### config.mk
export PLATFORM = sky130hd
export DESIGN_NAME = booth_r4_seq_mult_ctrl
export DESIGN_NICKNAME = d
export VERILOG_FILES = /design/src/rtl/booth_r4_seq_mult_ctrl.sv
export SDC_FILE = /design/constraint.sdc
export NUM_CORES = 1
export LEC_CHECK = 0
export CORE_ASPECT_RATIO = 1.2
export CORE_MARGIN = 5
export CORE_UTILIZATION = 35
export DETAILED_ROUTE_END_ITERATION = 7
export SLEW_MARGIN = 20
export SYNTH_ARGS = -nofsm -noshare
export SYNTH_HDL_FRONTEND = slang
export SYNTH_SLANG_ARGS = --single-unit
### constraint.sdc
create_clock -name clk -period 3.7 [get_ports clk]
set_input_delay 0.74 -clock clk [delete_from_list [all_inputs] [get_ports clk]]
set_output_delay 0.74 -clock clk [all_outputs]
set_load 0.005 [all_outputs]
### src/rtl/booth_r4_seq_mult_ctrl.sv
// rtl/booth_r4_seq_mult_ctrl.sv - sequential radix-4 Booth multiplier driving an external W-bit adder
module booth_r4_seq_mult_ctrl #(
  parameter int N = 12,
  parameter int W = 24
) (
  input  logic         clk,
  input  logic         rst,
  input  logic         start,
  input  logic [N-1:0] mcand,
  input  logic [N-1:0] mplier,
  output logic         ready,
  output logic         busy,
  output logic [W-1:0] add_x,
  output logic [W-1:0] add_y,
  output logic         add_ci,
  input  logic [W-1:0] add_s,
  output logic [W-1:0] product,
  output logic         done
);

  localparam int D  = N / 2;
  localparam int CW = (D > 1) ? $clog2(D) : 1;

  typedef enum logic [1:0] {
    S_IDLE,
    S_ADD,
    S_DONE
  } state_t;

  state_t        state;
  state_t        state_nxt;
  logic [N-1:0]  m;
  logic [N:0]    q;
  logic [W-1:0]  acc;
  logic [CW-1:0] cnt;

  logic          last_digit;
  logic [CW:0]   sh;
  logic [N:0]    q_sh;
  logic [2:0]    digit;
  logic          dig_pos;
  logic          dig_neg;
  logic          dig_dbl;
  logic [W-1:0]  m_ext;
  logic [W-1:0]  pp_base;
  logic [W-1:0]  pp;

  assign last_digit = (cnt == CW'(D - 1));
  assign ready      = (state == S_IDLE);
  assign busy       = (state == S_ADD);
  assign done       = (state == S_DONE);

  // State register; reset abandons any operation in flight
  always_ff @(posedge clk) begin
    if (rst) begin
      state <= S_IDLE;
    end else begin
      state <= state_nxt;
    end
  end

  // Next-state: accept start only when idle, walk N/2 digits, then one done cycle
  always_comb begin
    state_nxt = state;
    case (state)
      S_IDLE:  if (start) state_nxt = S_ADD;
      S_ADD:   if (last_digit) state_nxt = S_DONE;
      S_DONE:  state_nxt = S_IDLE;
      default: state_nxt = S_IDLE;
    endcase
  end

  // Operand latch, accumulator/digit counter update and product capture
  always_ff @(posedge clk) begin
    if (rst) begin
      m       <= '0;
      q       <= '0;
      acc     <= '0;
      cnt     <= '0;
      product <= '0;
    end else begin
      case (state)
        S_IDLE: begin
          if (start) begin
            m   <= mcand;
            q   <= {mplier, 1'b0};
            acc <= '0;
            cnt <= '0;
          end
        end
        S_ADD: begin
          acc <= add_s;
          cnt <= cnt + 1'b1;
          if (last_digit) begin
            product <= add_s;
          end
        end
        default: begin
        end
      endcase
    end
  end

  // Booth digit recode and shifted, sign-extended partial product
  always_comb begin
    sh      = {cnt, 1'b0};
    q_sh    = q >> sh;
    digit   = q_sh[2:0];
    dig_pos = 1'b0;
    dig_neg = 1'b0;
    dig_dbl = 1'b0;
    case (digit)
      3'b001, 3'b010: dig_pos = 1'b1;
      3'b011: begin
        dig_pos = 1'b1;
        dig_dbl = 1'b1;
      end
      3'b100: begin
        dig_neg = 1'b1;
        dig_dbl = 1'b1;
      end
      3'b101, 3'b110: dig_neg = 1'b1;
      default: begin
      end
    endcase
    m_ext   = {{(W-N){m[N-1]}}, m};
    pp_base = dig_dbl ? (m_ext << 1) : m_ext;
    pp      = pp_base << sh;
  end

  // Adder operands: negation is ~P plus carry-in, so the adder does the subtract
  always_comb begin
    add_x  = '0;
    add_y  = '0;
    add_ci = 1'b0;
    if (state == S_ADD) begin
      add_x = acc;
      if (dig_neg) begin
        add_y  = ~pp;
        add_ci = 1'b1;
      end else if (dig_pos) begin
        add_y = pp;
      end
    end
  end

endmodule

---- After elaboration in Yosys (flattened, before gate mapping) ----
Index checks and enable logic that the tools add are counted.
cells by class
  bitwise gates (word level) .............. 1
  reductions and logical operators ........ 9
  equal/unequal tests ..................... 11
  multiplexer cells ....................... 17
  shift-type cells ........................ 2
  add/sub/neg operators ................... 1
operators with widths
  cell                   count
  $mux W24               5
  $pmux W24 S2           1
  $not A24 Y24           1
  $shl A24 B4 Y24        1
  $shr A13 B4 Y3         1
  $eq A3 B3 Y1 const B   4
  $mux W12               1
  $reduce_and A2 Y1      4
  $eq A3 B2 Y1 const B   2
  $pmux W3 S2            1
  $reduce_or A3 Y1       2
  $mux W1                5
  $mux W2                2
  $pmux W2 S2            1
  $add A3 B1 Y3 const B  1
  $eq A3 B1 Y1 const B   1
  $mux W3                1
  $eq A2 B1 Y1 const B   1
  $eq A2 B2 Y1 const B   1
  $logic_not A2 Y1       1
  $ne A2 B1 Y1 const B   1
  $ne A2 B2 Y1 const B   1
  $reduce_bool A2 Y1     1
  $reduce_or A2 Y1       1
word-level totals
  input bits .............................. 51
  word-level logic and storage cells ...... 47
  register bits after elaboration ......... 77
  output and inout bits ................... 76

---- Logic depth before layout (Yosys ltp) ----
  depth in word-level cells ............... 9
  mapped depth ............................ 13
  gate-level depth less buffers ........... 8

---- Least setup slack after synthesis ----
No wires, ideal clock.
  kind .................................... register -> output
  start ................................... register cnt[0]
  end ..................................... output add_y[11]
  stages on the path, launching flop included .. 11
  data arrival time ....................... 2.761 ns
  buffers on the path ..................... 2
  data required time ...................... 2.960 ns
  path slack .............................. 0.199 ns
  cells stage by stage .................... dfxtp_1 -> buf_2 -> mux2_4 -> a211o_1 -> o211ai_4 -> o22a_4 -> buf_6 -> mux4_2 -> a22o_1 -> a21oi_2 -> mux2i_1
between the ends
  longest elaborated chain between the ends .. 9
  elaborated cells between the ends (all ways) .. 19
  those cells by class .................... 6 x eq/ne; 2 x shift; 7 x mux; 1 x bitwise; 3 x reduce/logical
RTL lines
  what                                          line      RTL
  start: declaration                            35        logic [CW-1:0] cnt;
  start signal: assignment                      93        cnt <= cnt + 1'b1;
  $shr A13 B4 Y3                                107       q_sh = q >> sh;
  $eq A3 B3 Y1 or $eq A3 B2 Y1 (tied branches)  112       case (digit)
  $reduce_or A2 Y1 (no line)                    --
  $mux W1                                       112
  $mux W12                                      127       pp_base = dig_dbl ? (m_ext << 1) : m_ext;
  $shl A24 B4 Y24                               128       pp = pp_base << sh;
  $mux W24 or $not A24 Y24 (tied branches)      141, 139
  $mux W24 (*)                                  138       if (dig_neg) begin
  $mux W24 (*)                                  136       if (state == S_ADD) begin
  end: declaration                              14        output logic [W-1:0] add_y,
Every way passes the cells marked *; elsewhere a longest branch is shown, timed or not.

---- Final worst setup path ----
  start ................................... register cnt[1]
  end ..................................... output add_y[6]
The elaborated chain is that of the path after synthesis.

==> flow_metrics.tcl <==
set metrics [dict create \
    status "finished with violations" \
    violations "negative setup slack" \
    clk_pin_slew_ns 0.06 \
    drc 0 \
    synthToLayoutAreaGrowth_pct 54.5 \
    cts_tree "done" \
    grt_setup_unrepaired "yes" \
    drive_above_1_share_pct 24.1 \
    dp_cells 848 \
    required_ns 2.96 \
    grt_pass1_vias 4790 \
    avgSynthCellArea_sq_um 7.75 \
    start_util_pct 35.9 \
    first_iter_violations 185 \
    synth-seq-cells 77 \
    grt_pass1_wl_mm 24.2 \
    fin_util_pct 55.4 \
    gp_congestion 0.911 \
    place_area_sq_mm 0.00599 \
    fin_crit_ns 3.93 \
    syn_area_sq_mm 0.00439 \
    hold_viol 0 \
    final.period_utilization_pct 106 \
    nFillCells 1173 \
    synth_ff_type "dfxtp_1" \
    io_buffers 126 \
    routed_wl_mm 14.8 \
    crit_type "flip-flop to output port" \
    end_kind "output port" \
    ant_nets 0 \
    ir_worst_vdd_mv 0.222 \
    grt.total_usage_pct 19.6 \
    finalSetupViolations 20 \
    crit_arrival_ns 3.19 \
    vias 4712 \
    overflow 0 \
    worstHoldPathType "flip-flop to flip-flop" \
    syn_inst 566 \
    clockBufferDepth 2 \
    path_max_fanout 6 \
    rows 44 \
    cellPowerDensity_mw_per_mm2 355 \
    post-synth-top-area-cell "dfxtp_1" \
    cts_root_buf "clkbuf_16" \
    die_h_um 133 \
    synth_fp_nets 619 \
    clock_sinks 77 \
    wire_per_inst_um 16.6 \
    dp_hpwl_mm 10.4 \
    netlist-cell-type-count 58 \
    p_total_uw 2410 \
    synth_edf_count 0 \
    pre_cts_ws_ns -0.331 \
    die_area_sq_mm 0.0149 \
    synthTopCellsByArea "dfxtp_1 (35%), nand2_1 (12%), a21oi_1 (8.8%)" \
    nNetsFinal 779 \
    antennaDiodeCount 0 \
    grt_max_degree 54 \
    drv_cap 0 \
    firstDrtPassIters 5 \
    timing.slew.headroom_pct 33.5 \
    worst_slew_pin_slew_ns 0.994 \
    leakage_uw 0.00264 \
    async_flop_share_pct 0 \
    ys_seq_area_share_pct 35.1 \
    fin_worst_skew_ns 0.00482 \
    ios 127 \
    clk_latency_ns 0.33 \
    yosys_warnings 0 \
    setup_slack_ns -0.233 \
    fin_area_sq_mm 0.00678 \
    coreArea_sq_mm 0.0122 \
    clock.fmax_mhz 254 \
    htreeDepth 3 \
    synth.top_cell.area_share_pct 35.1 \
    cp-start-kind "flip-flop" \
    cts_made_buffers 9 \
    routed_via_density 5.28 \
    antenna_found_initial 0 \
    die_x_um 112 \
    slew_viol_final 0 \
    fin_cells 892 \
]
-- cells in the final DEF (no fill, tap or decap), types with 4 or more instances in the layout --
master,Yosys,layout
o221ai_2,0,5
inv_1,11,10
buf_2,3,21
mux2i_1,33,27
mux2_4,2,4
a21oi_1,77,75
clkdlybuf4s50_1,0,101
mux2i_2,0,4
nor2_1,15,14
nand2_1,141,135
and2_1,25,25
clkbuf_16,0,9
o31ai_1,6,4
o211ai_1,6,6
buf_6,4,14
dfxtp_1,77,74
mux4_2,6,6
nand3_1,37,34
nand2_2,0,5
buf_4,0,57
-- timing repair --
item / 4_1_cts / 5_1_grt
setup buffers: 23 / 7
setup endpoints to repair: 23 / 25
hold buffers: 0 / 0
resized for setup: 141 / 21
pin swaps: 25 / 16
cloned: 1 / 0
-- worst max-delay path, cell delays in order, from the launching register on --
cell      delay (ns)
dfxtp_4         0.38
mux2_4          0.30
a221o_1         0.34
o211ai_1        0.15
o22a_4          0.28
mux4_2          0.53
buf_4           0.15
buf_6           0.10
buf_6           0.11
a22oi_2         0.18
mux2i_1         0.20
buf_2           0.13
-- where the power goes --
part	total [uW]	internal, uW	switching [uW]
clock network	972	632	340
logic	540	283	257
registers	893	860	32.4
-- sequential cells by signal, summed over array words and instances (netlist names) --
register  count
q            12
acc          24
product      24
m            12
cnt           3
state         2
-- cell type report --
cell class / count / area (sq um) / area share, %
Clock inverter: 4 / 77.6 / 1.14
Clock buffer: 12 / 256 / 3.79
Multi-Input combinational cell: 424 / 2820 / 41.7
Timing Repair Buffer: 201 / 1820 / 26.8
Sequential cell: 77 / 1550 / 22.9
Tap cell: 161 / 201 / 2.97
Inverter: 13 / 51.3 / 0.757
-- synthesized netlist by cell type, types with 6 or more instances --
library cell  number
o211ai_1           6
nor2_1            15
dfxtp_1           77
nand3_1           37
clkbuf_1          41
a31oi_1            6
mux4_2             6
nand2_1          141
inv_1             11
mux2i_1           33
o221ai_1           9
a21oi_1           77
and2_1            25
o31ai_1            6
-- cells by family after synthesis --
kind of cell / synth area share [%]
flip-flops: 35.1
AO/OA/AOI/OAI: 21.9
buffers and inverters: 6.33
multiplexers: 12.1
XOR/XNOR: 0.200
AND/OR/NAND/NOR: 23.8
adder cells (fa/ha/maj): 0.570
-- through the flow --
stage          TNS [ns]  hold slack [ns]
5_1_grt           -5.30            0.478
3_5_place_dp      -4.40            0.447
2_1_floorplan         0            0.436
6_report          -3.07            0.453
3_3_place_gp      -3.28            0.442
4_1_cts           -2.34            0.455
-- path summary, 6_finish.rpt --
check              from          to  slack [ns]  cells after the start
min reg2reg  product[9]  product[9]        0.45                      2
max              cnt[1]    add_y[6]       -0.23                     11
min          product[9]  product[9]        0.45                      2
max reg2reg    state[1]  product[5]        1.45                      7
-- routing by layer --
metal	track usage [%]	vias up	part of all wire (%)
met5	0	-	0
met3	8.04	20	8.6
met1	21.9	2245	40
met2	34.2	150	50
li1	-	2297	-
met4	5.48	0	1.4
(Power assumes the default switching activity.)
